[src/rtl/seg7_pkg.sv]
// Package for the multiplexed 7-segment driver.
// Holds the segment codes ({a,b,c,d,e,f,g}, active-high, bit6 = a), the
// BCD-to-segment decoder, the overflow-limit helper and the converter state type.
package seg7_pkg;

    localparam logic [6:0] SEG_0     = 7'b1111110;
    localparam logic [6:0] SEG_1     = 7'b0110000;
    localparam logic [6:0] SEG_2     = 7'b1101101;
    localparam logic [6:0] SEG_3     = 7'b1111001;
    localparam logic [6:0] SEG_4     = 7'b0110011;
    localparam logic [6:0] SEG_5     = 7'b1011011;
    localparam logic [6:0] SEG_6     = 7'b1011111;
    localparam logic [6:0] SEG_7     = 7'b1110010;
    localparam logic [6:0] SEG_8     = 7'b1111111;
    localparam logic [6:0] SEG_9     = 7'b1111011;
    localparam logic [6:0] SEG_DASH  = 7'b0000001;
    localparam logic [6:0] SEG_BLANK = 7'b0000000;

    typedef enum logic [1:0] {IDLE, CONV, DONE} conv_state_e;

    // Codes 10..15 cannot come out of the converter; they decode to blank.
    function automatic logic [6:0] bcd_to_seg(input logic [3:0] d);
        case (d)
            4'd0:    return SEG_0;
            4'd1:    return SEG_1;
            4'd2:    return SEG_2;
            4'd3:    return SEG_3;
            4'd4:    return SEG_4;
            4'd5:    return SEG_5;
            4'd6:    return SEG_6;
            4'd7:    return SEG_7;
            4'd8:    return SEG_8;
            4'd9:    return SEG_9;
            default: return SEG_BLANK;
        endcase
    endfunction

    // Largest value that fits in n decimal digits (10**n - 1).
    function automatic logic [31:0] pow10_minus1(input int n);
        logic [31:0] p;
        p = 32'd1;
        for (int i = 0; i < n; i++) p = p * 32'd10;
        return p - 32'd1;
    endfunction

endpackage

[src/rtl/seg7_scan_driver_if.sv]
// Bus between a host and seg7_scan_driver.
//   en, load, value      host -> driver (display enable, load strobe, binary value)
//   busy, overflow       driver -> host (conversion running, value out of range)
//   seg, dig_sel         driver -> display (shared segment bus, one-hot digit select)
// master = host/testbench side, slave = driver side.
interface seg7_scan_driver_if #(
    parameter int NUM_DIGITS = 2,
    parameter int VALUE_W    = 8
);
    logic                  en;
    logic                  load;
    logic [VALUE_W-1:0]    value;
    logic                  busy;
    logic                  overflow;
    logic [6:0]            seg;
    logic [NUM_DIGITS-1:0] dig_sel;

    modport master (output en, load, value, input busy, overflow, seg, dig_sel);
    modport slave  (input en, load, value, output busy, overflow, seg, dig_sel);
endinterface

[src/rtl/bin2bcd_seq.sv]
// Sequential binary-to-BCD converter (shift-add-3 / double-dabble).
// One bit per cycle: IDLE -> CONV (VALUE_W cycles) -> DONE (1 cycle) -> IDLE.
//   clk, rst   clock, async active-high reset
//   start_i    start strobe, honoured only in IDLE
//   bin_i      binary operand, captured with start_i
//   busy_o     high in CONV and DONE
//   done_o     high for the single DONE cycle; bcd_o is final then
//   bcd_o      NUM_DIGITS packed BCD digits, digit 0 in bits [3:0]
// Values needing more digits than NUM_DIGITS leave a truncated result; the
// caller flags those as overflow and does not display the digits.
module bin2bcd_seq
    import seg7_pkg::*;
#(
    parameter int NUM_DIGITS = 2,
    parameter int VALUE_W    = 8
) (
    input  logic                    clk,
    input  logic                    rst,
    input  logic                    start_i,
    input  logic [VALUE_W-1:0]      bin_i,
    output logic                    busy_o,
    output logic                    done_o,
    output logic [4*NUM_DIGITS-1:0] bcd_o
);
    localparam int CNT_W = $clog2(VALUE_W + 1);

    conv_state_e             state_q, state_d;
    logic [VALUE_W-1:0]      sh_q, sh_d;
    logic [4*NUM_DIGITS-1:0] bcd_q, bcd_d, bcd_adj;
    logic [CNT_W-1:0]        cnt_q, cnt_d;

    // Any digit >= 5 gets +3 so the following left shift carries into the next digit.
    for (genvar i = 0; i < NUM_DIGITS; i++) begin : g_adj
        assign bcd_adj[4*i +: 4] = (bcd_q[4*i +: 4] >= 4'd5) ? bcd_q[4*i +: 4] + 4'd3
                                                             : bcd_q[4*i +: 4];
    end

    always_ff @(posedge clk or posedge rst) begin
        if (rst) begin
            state_q <= IDLE;
            sh_q    <= '0;
            bcd_q   <= '0;
            cnt_q   <= '0;
        end else begin
            state_q <= state_d;
            sh_q    <= sh_d;
            bcd_q   <= bcd_d;
            cnt_q   <= cnt_d;
        end
    end

    always_comb begin
        state_d = state_q;
        sh_d    = sh_q;
        bcd_d   = bcd_q;
        cnt_d   = cnt_q;
        case (state_q)
            IDLE: begin
                if (start_i) begin
                    state_d = CONV;
                    sh_d    = bin_i;
                    bcd_d   = '0;
                    cnt_d   = '0;
                end
            end
            CONV: begin
                bcd_d = {bcd_adj[4*NUM_DIGITS-2:0], sh_q[VALUE_W-1]};
                sh_d  = sh_q << 1;
                cnt_d = cnt_q + CNT_W'(1);
                if (cnt_q == CNT_W'(VALUE_W - 1)) state_d = DONE;
            end
            DONE:    state_d = IDLE;
            default: state_d = IDLE;
        endcase
    end

    assign busy_o = (state_q != IDLE);
    assign done_o = (state_q == DONE);
    assign bcd_o  = bcd_q;

endmodule

[src/rtl/seg7_scan_driver.sv]
// Multi-digit time-multiplexed 7-segment driver.
// A loaded binary value is converted to BCD by bin2bcd_seq, latched into the
// display register on DONE, and the digits are scanned onto one shared segment
// bus with a one-hot digit select. Digit 0 is the least significant.
//   clk, rst   clock, async active-high reset
//   bus        seg7_scan_driver_if.slave: en, load, value in; busy, overflow, seg, dig_sel out
// Build option: define SEG7_LZB_EN for leading-zero blanking (digit 0 is never
// blanked, overflow dashes are never blanked). Undefined: digits are zero-padded.
module seg7_scan_driver
    import seg7_pkg::*;
#(
    parameter int NUM_DIGITS  = 2,
    parameter int VALUE_W     = 8,
    parameter int REFRESH_DIV = 1000
) (
    input logic               clk,
    input logic               rst,
    seg7_scan_driver_if.slave bus
);
    localparam int          IDX_W     = (NUM_DIGITS > 1) ? $clog2(NUM_DIGITS) : 1;
    localparam int          DIV_W     = $clog2(REFRESH_DIV);
    localparam logic [31:0] MAX_SHOWN = pow10_minus1(NUM_DIGITS);

    logic                    conv_busy, conv_done, accept;
    logic [4*NUM_DIGITS-1:0] conv_bcd;

    logic [4*NUM_DIGITS-1:0] disp_q;
    logic                    ovf_pend_q, overflow_q;
    logic [DIV_W-1:0]        div_q, div_d;
    logic [IDX_W-1:0]        idx_q, idx_d;
    logic [6:0]              seg_q, seg_d;
    logic [NUM_DIGITS-1:0]   dig_q, dig_d;
    logic [NUM_DIGITS-1:0][6:0] dseg;

    assign accept = bus.load && !conv_busy;

    bin2bcd_seq #(.NUM_DIGITS(NUM_DIGITS), .VALUE_W(VALUE_W)) u_conv (
        .clk     (clk),
        .rst     (rst),
        .start_i (bus.load),
        .bin_i   (bus.value),
        .busy_o  (conv_busy),
        .done_o  (conv_done),
        .bcd_o   (conv_bcd)
    );

    // Per-digit segment pattern from the display register.
`ifdef SEG7_LZB_EN
    // upper_zero[i]: digits i..NUM_DIGITS-1 are all zero.
    logic [NUM_DIGITS:1] upper_zero;
    assign upper_zero[NUM_DIGITS] = 1'b1;
`endif
    for (genvar i = 0; i < NUM_DIGITS; i++) begin : g_dig
        logic blank;
`ifdef SEG7_LZB_EN
        if (i > 0) begin : g_lz
            assign upper_zero[i] = upper_zero[i+1] && (disp_q[4*i +: 4] == 4'd0);
            assign blank         = upper_zero[i];
        end else begin : g_lsd
            assign blank = 1'b0;
        end
`else
        assign blank = 1'b0;
`endif
        assign dseg[i] = overflow_q ? SEG_DASH :
                         blank      ? SEG_BLANK : bcd_to_seg(disp_q[4*i +: 4]);
    end

    // Scan timing runs regardless of en so re-enabling resumes mid-sequence.
    always_comb begin
        div_d = div_q + DIV_W'(1);
        idx_d = idx_q;
        if (div_q == DIV_W'(REFRESH_DIV - 1)) begin
            div_d = '0;
            idx_d = (idx_q == IDX_W'(NUM_DIGITS - 1)) ? '0 : idx_q + IDX_W'(1);
        end
    end

    // seg and dig_sel come from one register stage so they switch together.
    always_comb begin
        seg_d = SEG_BLANK;
        dig_d = '0;
        if (bus.en) begin
            seg_d = dseg[idx_q];
            dig_d = NUM_DIGITS'(1) << idx_q;
        end
    end

    always_ff @(posedge clk or posedge rst) begin
        if (rst) begin
            disp_q     <= '0;
            ovf_pend_q <= 1'b0;
            overflow_q <= 1'b0;
            div_q      <= '0;
            idx_q      <= '0;
            seg_q      <= '0;
            dig_q      <= '0;
        end else begin
            // Range is judged on the captured value, not on the truncated BCD.
            if (accept) ovf_pend_q <= (32'(bus.value) > MAX_SHOWN);
            if (conv_done) begin
                disp_q     <= conv_bcd;
                overflow_q <= ovf_pend_q;
            end
            div_q <= div_d;
            idx_q <= idx_d;
            seg_q <= seg_d;
            dig_q <= dig_d;
        end
    end

    assign bus.busy     = conv_busy;
    assign bus.overflow = overflow_q;
    assign bus.seg      = seg_q;
    assign bus.dig_sel  = dig_q;

endmodule

[src/flat_wrapper.sv]
// flat-port wrapper written by rule: the top's interface ports become plain ports
module seg7_scan_driver_flat import seg7_pkg::*;
#(
    parameter int NUM_DIGITS  = 2,
    parameter int VALUE_W     = 8,
    parameter int REFRESH_DIV = 1000
)
  (clk, rst, bus_en, bus_load, bus_value, bus_busy, bus_overflow, bus_seg, bus_dig_sel);
  seg7_scan_driver_if #(.NUM_DIGITS(NUM_DIGITS), .VALUE_W(VALUE_W)) bus_i ();
  input logic clk;
  input logic rst;
  input wire logic [$bits(bus_i.en)-1:0] bus_en;
  input wire logic [$bits(bus_i.load)-1:0] bus_load;
  input wire logic [$bits(bus_i.value)-1:0] bus_value;
  output wire logic [$bits(bus_i.busy)-1:0] bus_busy;
  output wire logic [$bits(bus_i.overflow)-1:0] bus_overflow;
  output wire logic [$bits(bus_i.seg)-1:0] bus_seg;
  output wire logic [$bits(bus_i.dig_sel)-1:0] bus_dig_sel;
  assign bus_i.en = bus_en;
  assign bus_i.load = bus_load;
  assign bus_i.value = bus_value;
  assign bus_busy = bus_i.busy;
  assign bus_overflow = bus_i.overflow;
  assign bus_seg = bus_i.seg;
  assign bus_dig_sel = bus_i.dig_sel;
  seg7_scan_driver #(.NUM_DIGITS(NUM_DIGITS), .VALUE_W(VALUE_W), .REFRESH_DIV(REFRESH_DIV)) u_core (.clk(clk), .rst(rst), .bus(bus_i));
endmodule
[config.mk]
export PLATFORM = sky130hd
export DESIGN_NAME = seg7_scan_driver_flat
export DESIGN_NICKNAME = d
export VERILOG_FILES = /design/src/rtl/seg7_pkg.sv /design/src/rtl/seg7_scan_driver_if.sv /design/src/rtl/bin2bcd_seq.sv /design/src/rtl/seg7_scan_driver.sv /design/src/flat_wrapper.sv
export SDC_FILE = /design/constraint.sdc
export NUM_CORES = 1
export LEC_CHECK = 0
export CORE_UTILIZATION = 38
export DETAILED_ROUTE_END_ITERATION = 12
export PLACE_DENSITY = 0.66
export SLEW_MARGIN = 10
export SYNTH_ARGS = -nofsm -noshare
export SYNTH_HDL_FRONTEND = slang
export SYNTH_HIERARCHICAL = 1
export SYNTH_SLANG_ARGS = --single-unit
[constraint.sdc]
create_clock -name clk -period 2.91 [get_ports clk]
set_input_delay 0.582 -clock clk [delete_from_list [all_inputs] [get_ports clk]]
set_output_delay 0.582 -clock clk [all_outputs]
set_load 0.005 [all_outputs]
### Word-level counts from Yosys, hierarchy flattened

Memory sizes are Yosys's and may differ from the RTL's.
Index checks and enable logic that the tools add are counted.
Widths: inputs -> output; s select.

| storage, ports and cells | value |
|---|---|
| output and inout port bits | 11 |
| flip-flop bits (word level) | 52 |
| memories | 2 |
| bits in read-only memories | 224 |
| input bits | 12 |
| logic and storage cells | 55 |

Memories:

| name | depth | width | read ports | clocked after Yosys merged registers in | write ports | line | RTL |
|---|---|---|---|---|---|---|---|
| (no name shown) | 16 | 7 | 1 | 0 | 0 | seg7_pkg.sv:23 | `case (d)` |
| (no name shown) | 16 | 7 | 1 | 0 | 0 | seg7_pkg.sv:23 |  |

| operators by class | value |
|---|---|
| $add $sub $neg | 5 |
| shifts and indexed selects | 1 |
| $lt $le $gt $ge | 4 |
| equal/unequal tests | 6 |
| reductions and logical operators | 7 |
| multiplexer cells | 19 |

Operators by type and width:

| kind | number |
|---|---|
| $mux 7 | 5 |
| $pmux 8 s2 | 2 |
| $mux 8 | 2 |
| $add 10x1->10 const B | 1 |
| $eq 10x10->1 const B | 1 |
| $mux 10 | 1 |
| $ge 4x3->1 const B | 2 |
| $gt 8x7->1 const B | 1 |
| $mux 4 | 2 |
| $pmux 4 s2 | 1 |
| $mux 2 | 3 |
| $add 4x1->4 const B | 1 |
| $add 4x2->4 const B | 1 |
| $eq 4x3->1 const B | 1 |
| $ne 2x2->1 const B | 2 |
| $pmux 2 s2 | 1 |
| $reduce_and 2->1 | 2 |
| $reduce_bool 2->1 | 2 |
| $add 3x2->3 const B | 1 |
| $mux 3 | 1 |
| $eq 2x1->1 const B | 1 |
| $eq 2x2->1 const B | 1 |
| $logic_not 2->1 | 1 |
| $lt 1x2->1 const B | 1 |
| other kinds (5) | 5 |

### Longest topological paths before layout

Gate-level depths: netlist of the first run.
An unclocked memory read counts as a cell.

| depth | value |
|---|---|
| depth after elaboration | 5 |
| gate-level depth with buffers | 6 |
| gate-level depth less buffers | 6 |

### Modules after synthesis

Netlist of the first run, hierarchy kept.

By module, submodules not included:

| module | seq. area each (um^2) | cells an instance | area each (um^2) | times used |
|---|---|---|---|---|
| seg7_scan_driver | 750.7 | 155 | 1519.0 | 1 |
| bin2bcd_seq | 550.5 | 126 | 1194.9 | 1 |

### Worst setup path after synthesis of the first run

Ideal clock, no wire load.

| path | value |
|---|---|
| path kind | reg-to-output |
| start | reg u_core.u_conv.state_q[0] |
| end | out bus_busy |
| data required time | 2.328 ns |
| slack | 1.422 ns |
| cell stages (with the launch flop) | 3 |
| arrival time | 0.906 ns |
| buffers on the path | 1 |
| cell sequence | dfrtp_1 clkbuf_1 or2_2 |

| on the way | value |
|---|---|
| cells in the longest elaborated chain, start to end | 1 |

Ends and longest elaborated chain:

| element | line | RTL |
|---|---|---|
| start: declaration | bin2bcd_seq.sv:27 | `conv_state_e state_q, state_d;` |
| start signal: assignment | bin2bcd_seq.sv:45 | `state_q <= state_d;` |
| $reduce_bool 2->1 | bin2bcd_seq.sv:77 | `assign busy_o = (state_q != IDLE);` |
| end: declaration | flat_wrapper.sv:15 | `output wire logic [$bits(bus_i.busy)-1:0] bus_busy;` |

No other way between the ends.

### Worst setup path after layout of the first run

Same ends and word-level chain as after synthesis.

==> key figures, run 1 <==
Floorplanning
  – Core Box Area: 6830 sq um
  – Num ports: 23
  – Die Width: 86.5 um
  – FP Rows: 30
  – Die height: 86.5 um
  – Die Area: 7480 sq um
  – Initial Utilization: 39.7%

Synthesis
  – Multiplexer area fraction after synthesis: 1.80%
  – Largest family of logic cells by synthesized area: compound AO/OA/AOI/OAI gates
  – Post-synthesis compound-gate area fraction: 18.8%
  – Syn Inst Count: 281
  – Xor/xnor share of the synthesized area: 2.58%
  – Synth unique cells: 45
  – Top FF cell, synth: dfrtp_1
  – Avg Cell Area, Syn: 9.66 sq um
  – Post-synthesis adder-cell area fraction: 6.45%
  – EDFF count, synth: 0
  – Syn_nets: 307
  – Asr flop ratio synth: 100%
  – #FFs+latches synth: 52
  – Cell area after synthesis: 2710 sq um
  – Simple-gate portion of the synthesized area: 17.7%
  – Seq/Total Area, Yosys: 47.9%
  – Yosys warns: 6

Finish
  – P&R area growth vs syn: 15.5%
  – Most common cell after layout, fill and taps aside: dfrtp_1
  – # fillers: 666
  – # diodes: 0
  – Register area: 1300 sq um
  – Most frequent cells in the layout: dfrtp_1, nand2_1, o21ai_0
  – Layout cells sized above 1: 5.90%
  – NumNets Final: 330
  – Area of the multi-input gates: 1280 sq um

Hold path
  – Min-delay src: u_core/u_conv/bcd_o[3]$_DFFE_PP0P_
  – Worst Hold Class: flop to flop

Global routing
  – Pin count of the biggest net entering global routing: 31
  – Grt ovf: 0
  – Initial antenna violation count: 0
  – Global-route wire length before repair: 8670 um
  – Tot GR Track Use: 14.7%
  – Vias in the first global route: 1890

Timing
  – Setup Total Neg Slack: 0 ns
  – # setup viols final: 0
  – Period utilisation layout: 79.1%
  – Final hold violations: 0
  – Slew Viols, Final: 0
  – Worst Skew: 0.00763 ns
  – Relative slew slack: 43.4%
  – Slew @ Worst Pin: 0.848 ns
  – RSZ-0062 raised after global routing: no
  – Hold slack final: 0.493 ns
  – Final WS setup: 0.607 ns
  – Minimum clock period: 2.30 ns
  – Max Clk Rate: 434 MHz

Power and ir drop
  – Combinational Power Share: 38.7%
  – Pleak: 1.36 nW
  – Int Power: 1.73 mW
  – Share of power burned in registers: 43.2%
  – Clock group share of total power: 18.1%
  – P per Cell Area: 876 nW/um^2
  – Net Sw Frac: 36.9%
  – Net Sw Power: 1.01 mW
  – Max rail drop VDD: 0.428 mV
  – Final Power: 2.75 mW

Placement
  – GPL Wtd Cong: 0.830
  – Dpl ws: 0.654 ns
  – Final HPWL DP: 3570 um
  – # port buffers: 22

Critical path
  – Worst path arrival time: 1.72 ns
  – Worst setup path class: flop to primary output
  – Worst EP required: 2.33 ns
  – CP Capture Type: primary output
  – Worst setup SP type: flop
  – Worst R2R Start: u_core/u_conv/state_q[0]$_DFFE_PP0P_
  – Critical Path Start: u_core/u_conv/state_q[0]$_DFFE_PP0P_
  – Largest fanout on the critical path: 18

Status
  – Outcome: finished clean

Flow run
  – Max-cap violations: 0

Clock network
  – Num CTS Buffers: 5
  – Clk Tree Root Cell: clkbuf_8
  – CTS tree: built
  – Clk pin slew, worst setup/hold paths: 0.10 ns
  – Max clock buf depth: 2
  – Clk Latency, worst-skew pair: 0.30 ns
  – Setup repair bufs after CTS: 0
  – Hold Buf Count CTS: 0
  – CTS Sinks: 52
  – H-tree Lvls: 2
  – Post-cts sizing count: 0

Route
  – Routed vias: 2051
  – DRC: 0
  – WL/cell: 12.5 um
  – DR vias/cell: 5.11
  – Drt total wl: 5010 um
  – Pre-Repair DR Iteration Count: 4
  – ANT nets after route: 0
  – Drt initial violations: 125
layer usage:
metal | global-route usage [%] | vias up | part of all wire (%)
li1 | - | 1030 | -
met1 | 19.4 | 973 | 47
met2 | 23.7 | 40 | 47
met3 | 3.33 | 8 | 4.0
met4 | 5.76 | 0 | 1.7
met5 | 0 | - | 0
sequential cells by signal, summed over array words and instances (netlist names):
name,count
u_core/bus.overflow,1
u_core/u_conv/sh_q,8
u_core/bus.dig_sel,2
u_core/u_conv/state_q,2
u_core/idx_q,1
u_core/u_conv/cnt_q,4
u_core/disp_q,8
u_core/bus.seg,7
u_core/div_q,10
u_core/ovf_pend_q,1
u_core/u_conv/bcd_o,8
worst max-delay path, stage by stage, from the launching register on:
cell and delay, ns:
dfrtp_1 0.57, or2_2 0.39, clkdlybuf4s50_1 0.46
area by class of cell:
| class | count | share of cell area, % |
|---|---|---|
| multi-input combinational | 200 | 41.0 |
| tap | 96 | 3.83 |
| clock buffer | 5 | 2.20 |
| timing repair buffer | 25 | 7.74 |
| inverter | 20 | 2.40 |
| sequential | 52 | 41.5 |
| clock inverter | 3 | 1.36 |
cells in the mapped netlist, types with 5 or more instances:
library cell | n | area [sq um]
dfrtp_1 | 52 | 1300
nand2_1 | 27 | 101
o21ai_0 | 24 | 120
nor2_1 | 22 | 82.6
inv_1 | 20 | 75.1
a21oi_1 | 18 | 90.1
ha_1 | 14 | 175
nor2b_1 | 13 | 81.3
nand3_1 | 7 | 35.0
a22oi_1 | 6 | 45.0
nand2b_1 | 6 | 37.5
xnor2_1 | 6 | 52.6
a22o_1 | 5 | 43.8
path summary, 6_finish.rpt:
| check | slack [ns] | endpoint | cells after the start |
|---|---|---|---|
| max | 0.61 | bus_busy | 2 |
| max reg2reg | 1.22 | u_core/u_conv/bcd_o[7]$_DFFE_PP0P_ | 4 |
| min | 0.49 | u_core/disp_q[3]$_DFFE_PP0P_ | 2 |
| min in group asynchronous | 0.66 | u_core/ovf_pend_q$_DFFE_PP0P_ | 3 |
| min reg2reg | 0.49 | u_core/disp_q[3]$_DFFE_PP0P_ | 2 |
| max in group asynchronous | 1.61 | u_core/u_conv/bcd_o[5]$_DFFE_PP0P_ | 2 |
power by group through the flow:
stage	registers (mW)	clock network, mW	logic, mW
after floorplan	1.12	0	0.802
after global placement	1.20	0	1.03
after detailed placement	1.20	0	1.06
after CTS	1.19	0.514	1.07
after global routing	1.23	0.543	1.20
final	1.19	0.497	1.06
kinds of logic after synthesis:
| group | after synthesis |
|---|---|
| XOR/XNOR | 8 |
| AO/OA/AOI/OAI | 81 |
| buffers and inverters | 29 |
| flip-flops | 52 |
| AND/OR/NAND/NOR | 93 |
| adder cells (fa/ha/maj) | 14 |
| multiplexers | 4 |
per-stage QoR:
step | util (%) | instances | area, sq um
final | 45.9 | 401 | 3130
after global routing | 45.9 | 401 | 3130
after CTS | 45.9 | 401 | 3130
after detailed placement | 44.2 | 393 | 3020
after global placement | 44.2 | 393 | 3020
after floorplan | - | 281 | 2710
(Power assumes the default switching activity.)
==> run 2: changes to the inputs <==
==> constraint.sdc (replaced) <==
create_clock -name clk -period 2.3 [get_ports clk]
set_input_delay 0.46 -clock clk [delete_from_list [all_inputs] [get_ports clk]]
set_output_delay 0.46 -clock clk [all_outputs]
set_load 0.005 [all_outputs]
==> run 2 against run 1 <==
First-iteration DRC count fell by 23%. Global-route usage barely moved. Core utilization rose by 0.18 points. Cell count rose by 1.0%. Cell area rose by 0.40%. Largest power group unchanged.
==> key figures, run 2 (synthesized netlist as in run 1, its figures left out) <==
Route
  – DR vias/cell: 5.11
  – Routed vias: 2071
  – WL/cell: 12.5 um
  – Pre-Repair DR Iteration Count: 4
  – Drt total wl: 5050 um
  – ANT nets after route: 0
  – Drt initial violations: 96
  – DRC: 0

Clock network
  – Clk Tree Root Cell: clkbuf_8
  – Clk Latency, worst-skew pair: 0.31 ns
  – CTS tree: built
  – Max clock buf depth: 2
  – Num CTS Buffers: 5
  – Setup repair bufs after CTS: 0
  – Clk pin slew, worst setup/hold paths: 0.10 ns
  – Hold Buf Count CTS: 0
  – CTS Sinks: 52
  – Post-cts sizing count: 0
  – H-tree Lvls: 2

Status
  – Outcome: finished clean

Floorplanning
  – FP Rows: 30
  – Core Box Area: 6830 sq um
  – Initial Utilization: 39.7%
  – Num ports: 23
  – Die Area: 7480 sq um
  – Die height: 86.5 um
  – Die Width: 86.5 um

Critical path
  – Critical Path End: bus_busy
  – Largest fanout on the critical path: 2
  – Worst EP required: 1.84 ns
  – CP Cell Sequence: or2_2 -> clkdlybuf4s50_1
  – Worst setup path class: flop to primary output
  – Reg2Reg Depth: 5
  – Critical Path Start: u_core/u_conv/state_q[0]$_DFFE_PP0P_
  – Reg2reg end: u_core/u_conv/bcd_o[5]$_DFFE_PP0P_
  – Worst setup SP type: flop
  – Reg2reg setup slack: 0.68 ns
  – CP Capture Type: primary output
  – Worst R2R Start: u_core/u_conv/state_q[0]$_DFFE_PP0P_
  – CP max-delay cell: clkdlybuf4s50_1
  – CP max stage delay: 0.46 ns
  – Worst path arrival time: 1.46 ns

Finish
  – # fillers: 660
  – Layout cells sized above 1: 6.80%
  – Most common cell after layout, fill and taps aside: dfrtp_1
  – Fin util: 46.1%
  – Reg with most FFs: u_core/div_q
  – Most frequent cells in the layout: dfrtp_1, nand2_1, o21ai_0
  – Max reg flops: 10
  – # diodes: 0
  – P&R area growth vs syn: 16.0%
  – NumNets Final: 334

Timing
  – Period utilisation layout: 83.7%
  – Worst Skew: 0.0183 ns
  – Relative slew slack: 66.8%
  – # setup viols final: 0
  – Slew @ Worst Pin: 0.497 ns
  – Slew Viols, Final: 0
  – Setup Total Neg Slack: 0 ns
  – RSZ-0062 raised after global routing: no
  – Max Clk Rate: 520 MHz
  – Final hold violations: 0
  – Minimum clock period: 1.92 ns

Global routing
  – Global-route wire length before repair: 8640 um
  – Grt ovf: 0
  – Vias in the first global route: 1939
  – Pin count of the biggest net entering global routing: 31
  – Initial antenna violation count: 0
  – Tot GR Track Use: 14.8%

Hold path
  – Worst Hold Class: flop to flop
  – Min-delay src: u_core/u_conv/bcd_o[7]$_DFFE_PP0P_

Power and ir drop
  – P per Cell Area: 1080 nW/um^2
  – Pleak: 1.37 nW
  – Max rail drop VDD: 0.504 mV

Placement
  – # port buffers: 22
  – GPL Wtd Cong: 0.791
  – Final HPWL DP: 3590 um

Flow run
  – Max-cap violations: 0
run 2: routing by layer:
metal  vias to the layer above  global-route usage [%]  wire length [um]
li1                       1037                       -                 -
met1                       995                    19.1              2480
met2                        37                    24.5              2410
met3                         2                    3.14               132
met4                         0                    5.15                27
met5                         -                       0                 0
run 2: worst min-delay path by stage:
| stage | to | depth (start not counted) | slack, ns |
|---|---|---|---|
| after floorplan | u_core/ovf_pend_q$_DFFE_PP0P_ | 2 | 0.44 |
| after global placement | u_core/disp_q[3]$_DFFE_PP0P_ | 2 | 0.46 |
| after detailed placement | u_core/disp_q[7]$_DFFE_PP0P_ | 2 | 0.47 |
| after CTS | u_core/disp_q[7]$_DFFE_PP0P_ | 2 | 0.49 |
| after global routing | u_core/div_q[0]$_DFF_PP0_ | 1 | 0.53 |
| final | u_core/disp_q[7]$_DFFE_PP0P_ | 2 | 0.49 |
run 2: power by group:
group	total, mW	switching [mW]	internal (mW)
combinational	1.42	0.729	0.692
sequential	1.45	0.248	1.20
clock	0.536	0.291	0.245
run 2: worst max-delay path, delay by kind of cell (launching register included):
family        cells  cell delay (ns)
buf+inv           1             0.46
flops             1             0.38
simple gates      1             0.31
run 2: cell type report:
type	count	area [sq um]	share of cell area, %
well taps	96	120	3.82
clock inverters	1	7.51	0.239
repair buffers	29	273	8.67
flip-flops and latches	52	1300	41.4
clock buffers	7	86.3	2.74
multi-input cells	200	1280	40.8
inverters	20	75.1	2.39
run 2: metrics by stage:
stage | std cells | setup slack, ns | instance area (sq um) | power [mW] | hold WS, ns
after floorplan | 281 | 0.888 | 2710 | 2.44 | 0.444
after global placement | 397 | 0.429 | 3050 | 2.84 | 0.463
after detailed placement | 397 | 0.369 | 3050 | 2.88 | 0.471
after CTS | 405 | 0.361 | 3150 | 3.43 | 0.493
after global routing | 405 | 0.345 | 3150 | 3.70 | 0.525
final | 405 | 0.376 | 3150 | 3.40 | 0.487
==> run 3: changes to the inputs <==
--- a/config.mk
+++ b/config.mk
@@ -7,7 +7,7 @@
 export LEC_CHECK = 0
 export CORE_UTILIZATION = 38
 export DETAILED_ROUTE_END_ITERATION = 12
-export PLACE_DENSITY = 0.66
+export PLACE_DENSITY = 0.68
 export SLEW_MARGIN = 10
 export SYNTH_ARGS = -nofsm -noshare
 export SYNTH_HDL_FRONTEND = slang
==> constraint.sdc (replaced) <==
create_clock -name clk -period 1.6 [get_ports clk]
set_input_delay 0.32 -clock clk [delete_from_list [all_inputs] [get_ports clk]]
set_output_delay 0.32 -clock clk [all_outputs]
set_load 0.005 [all_outputs]
==> run 3 against run 2 <==
Worst hold slack lost 0.16 ns. Global-route usage shrank 0.27 points. Core utilization is 0.81 points higher. Non-clock buffer count rose by 7. Clock skew down 0.012 ns. Critical endpoint is now bus_overflow. Count of clock-buffer cells in the layout down 2. Critical path depth down 1. Cell area grew 1.7%. Register-to-register slack worse by 0.53 ns. Wire length down 2.7%.
==> key figures, run 3 (synthesized netlist as in run 1, its figures left out) <==
Power and ir drop
  – Net Sw Frac: 37.6%
  – Share of power burned in registers: 42.0%
  – Max rail drop VDD: 1.19 mV
  – Int Power: 3.09 mW
  – Net Sw Power: 1.86 mW
  – Pleak: 1.40 nW
  – P per Cell Area: 1550 nW/um^2
  – Combinational Power Share: 42.4%
  – Final Power: 4.95 mW
  – Clock group share of total power: 15.6%

Floorplanning
  – Num ports: 23
  – Core Box Area: 6830 sq um
  – Die Area: 7480 sq um
  – Initial Utilization: 39.7%
  – Die height: 86.5 um
  – Die Width: 86.5 um
  – FP Rows: 30

Finish
  – Most frequent cells in the layout: dfrtp_1, nand2_1, o21ai_0
  – NumNets Final: 341
  – P&R area growth vs syn: 18.0%
  – Cell Count, Final, Fillers Out: 412
  – Layout cells sized above 1: 9.49%
  – Reg with most FFs: u_core/div_q
  – Most common cell after layout, fill and taps aside: dfrtp_1
  – # diodes: 0
  – Max reg flops: 10
  – # fillers: 656

Timing
  – Final hold violations: 0
  – Worst Skew: 0.00637 ns
  – Slew Viols, Final: 0
  – Setup Total Neg Slack: 0 ns
  – # setup viols final: 0
  – Slew @ Worst Pin: 0.395 ns
  – Max Clk Rate: 653 MHz
  – Period utilisation layout: 95.7%
  – RSZ-0062 raised after global routing: no
  – Minimum clock period: 1.53 ns
  – Relative slew slack: 73.0%

Placement
  – # port buffers: 22
  – GPL Wtd Cong: 0.857
  – Final HPWL DP: 3620 um
  – # placed instances: 403

Critical path
  – Reg2reg setup slack: 0.15 ns
  – Reg2reg end: u_core/u_conv/bcd_o[4]$_DFFE_PP0P_
  – Crit path depth: 1
  – Buf/Inv on CP: 1
  – Critical path's top delay family: buffers and inverters
  – CP Capture Type: primary output
  – Reg2Reg Depth: 5
  – Critical Path End: bus_overflow
  – CP max-delay cell: clkdlybuf4s50_1
  – Worst setup path class: flop to primary output
  – Worst setup SP type: flop
  – Worst R2R Start: u_core/u_conv/bcd_o[0]$_DFFE_PP0P_
  – CP max stage delay: 0.51 ns
  – Worst EP required: 1.28 ns
  – Largest fanout on the critical path: 2
  – Worst path arrival time: 1.21 ns
  – CP Cell Sequence: clkdlybuf4s50_1
  – Critical Path Start: u_core/bus.overflow$_DFFE_PP0P_

Route
  – WL/cell: 11.9 um
  – DR vias/cell: 5.05
  – Drt total wl: 4920 um
  – Pre-Repair DR Iteration Count: 4
  – Routed vias: 2082
  – Drt initial violations: 99
  – ANT nets after route: 0
  – DRC: 0

Clock network
  – CTS tree: built
  – H-tree Lvls: 2
  – Clk Tree Root Cell: clkbuf_8
  – Clk Latency, worst-skew pair: 0.30 ns
  – Num CTS Buffers: 5
  – Max clock buf depth: 2
  – Hold Buf Count CTS: 0
  – CTS Sinks: 52
  – Clk pin slew, worst setup/hold paths: 0.10 ns

Hold path
  – Worst Hold Class: primary input to async pin

Global routing
  – Global-route wire length before repair: 8570 um
  – Initial antenna violation count: 0
  – Pin count of the biggest net entering global routing: 23
  – Vias in the first global route: 1926
  – Grt ovf: 0
  – Tot GR Track Use: 14.5%

Status
  – Outcome: finished clean

Flow run
  – Max-cap violations: 0
[run 3: what timing repair did]
action                                  4_1_cts  5_1_grt
setup buffers                                 1        0
endpoints found under the setup margin        2        1
gates resized for setup                       2        1
[run 3: layout make-up]
| class | count | area, sq um | area share [%] |
|---|---|---|---|
| sequential | 52 | 1300 | 40.6 |
| timing repair buffer | 36 | 324 | 10.1 |
| tap | 96 | 120 | 3.75 |
| clock buffer | 5 | 68.8 | 2.15 |
| inverter | 20 | 75.1 | 2.34 |
| multi-input combinational | 200 | 1290 | 40.2 |
| clock inverter | 3 | 25.0 | 0.782 |
[run 3: how the worst min path moves through the flow]
| stage | startpoint | to | slack [ns] |
|---|---|---|---|
| after global placement | u_core/u_conv/bcd_o[3]$_DFFE_PP0P_ | u_core/disp_q[3]$_DFFE_PP0P_ | 0.47 |
| after global routing | rst | u_core/bus.overflow$_DFFE_PP0P_ | 0.37 |
| after detailed placement | u_core/u_conv/bcd_o[3]$_DFFE_PP0P_ | u_core/disp_q[3]$_DFFE_PP0P_ | 0.48 |
| final | rst | u_core/bus.overflow$_DFFE_PP0P_ | 0.33 |
| after CTS | rst | u_core/bus.overflow$_DFFE_PP0P_ | 0.33 |
| after floorplan | rst | u_core/u_conv/bcd_o[0]$_DFFE_PP0P_ | 0.31 |
[run 3: stage by stage]
step                worst slack, ns  utilization [%]  hold slack (ns)  instance area, sq um
floorplan                     0.188                -            0.309                  2710
global route                0.00556             46.9            0.370                  3200
finish                       0.0682             46.9            0.332                  3200
global placement              0.129             45.3            0.469                  3100
detailed placement            0.108             45.3            0.478                  3100
CTS                          0.0472             46.8            0.331                  3200
[run 3: per-layer routing]
metal / global-route usage, % / wire length [um]
met1: 18.0 / 2340
met5: 0 / 0
met4: 4.85 / 65
met3: 3.05 / 204
met2: 25.1 / 2310
[run 3: power groups by stage]
stage | clock (mW) | combinational [mW] | sequential [mW]
6_report | 0.771 | 2.10 | 2.08
5_1_grt | 0.861 | 2.37 | 2.15
4_1_cts | 0.802 | 2.11 | 2.08
3_5_place_dp | 0 | 2.07 | 2.11
3_3_place_gp | 0 | 2.01 | 2.09
2_1_floorplan | 0 | 1.46 | 2.04
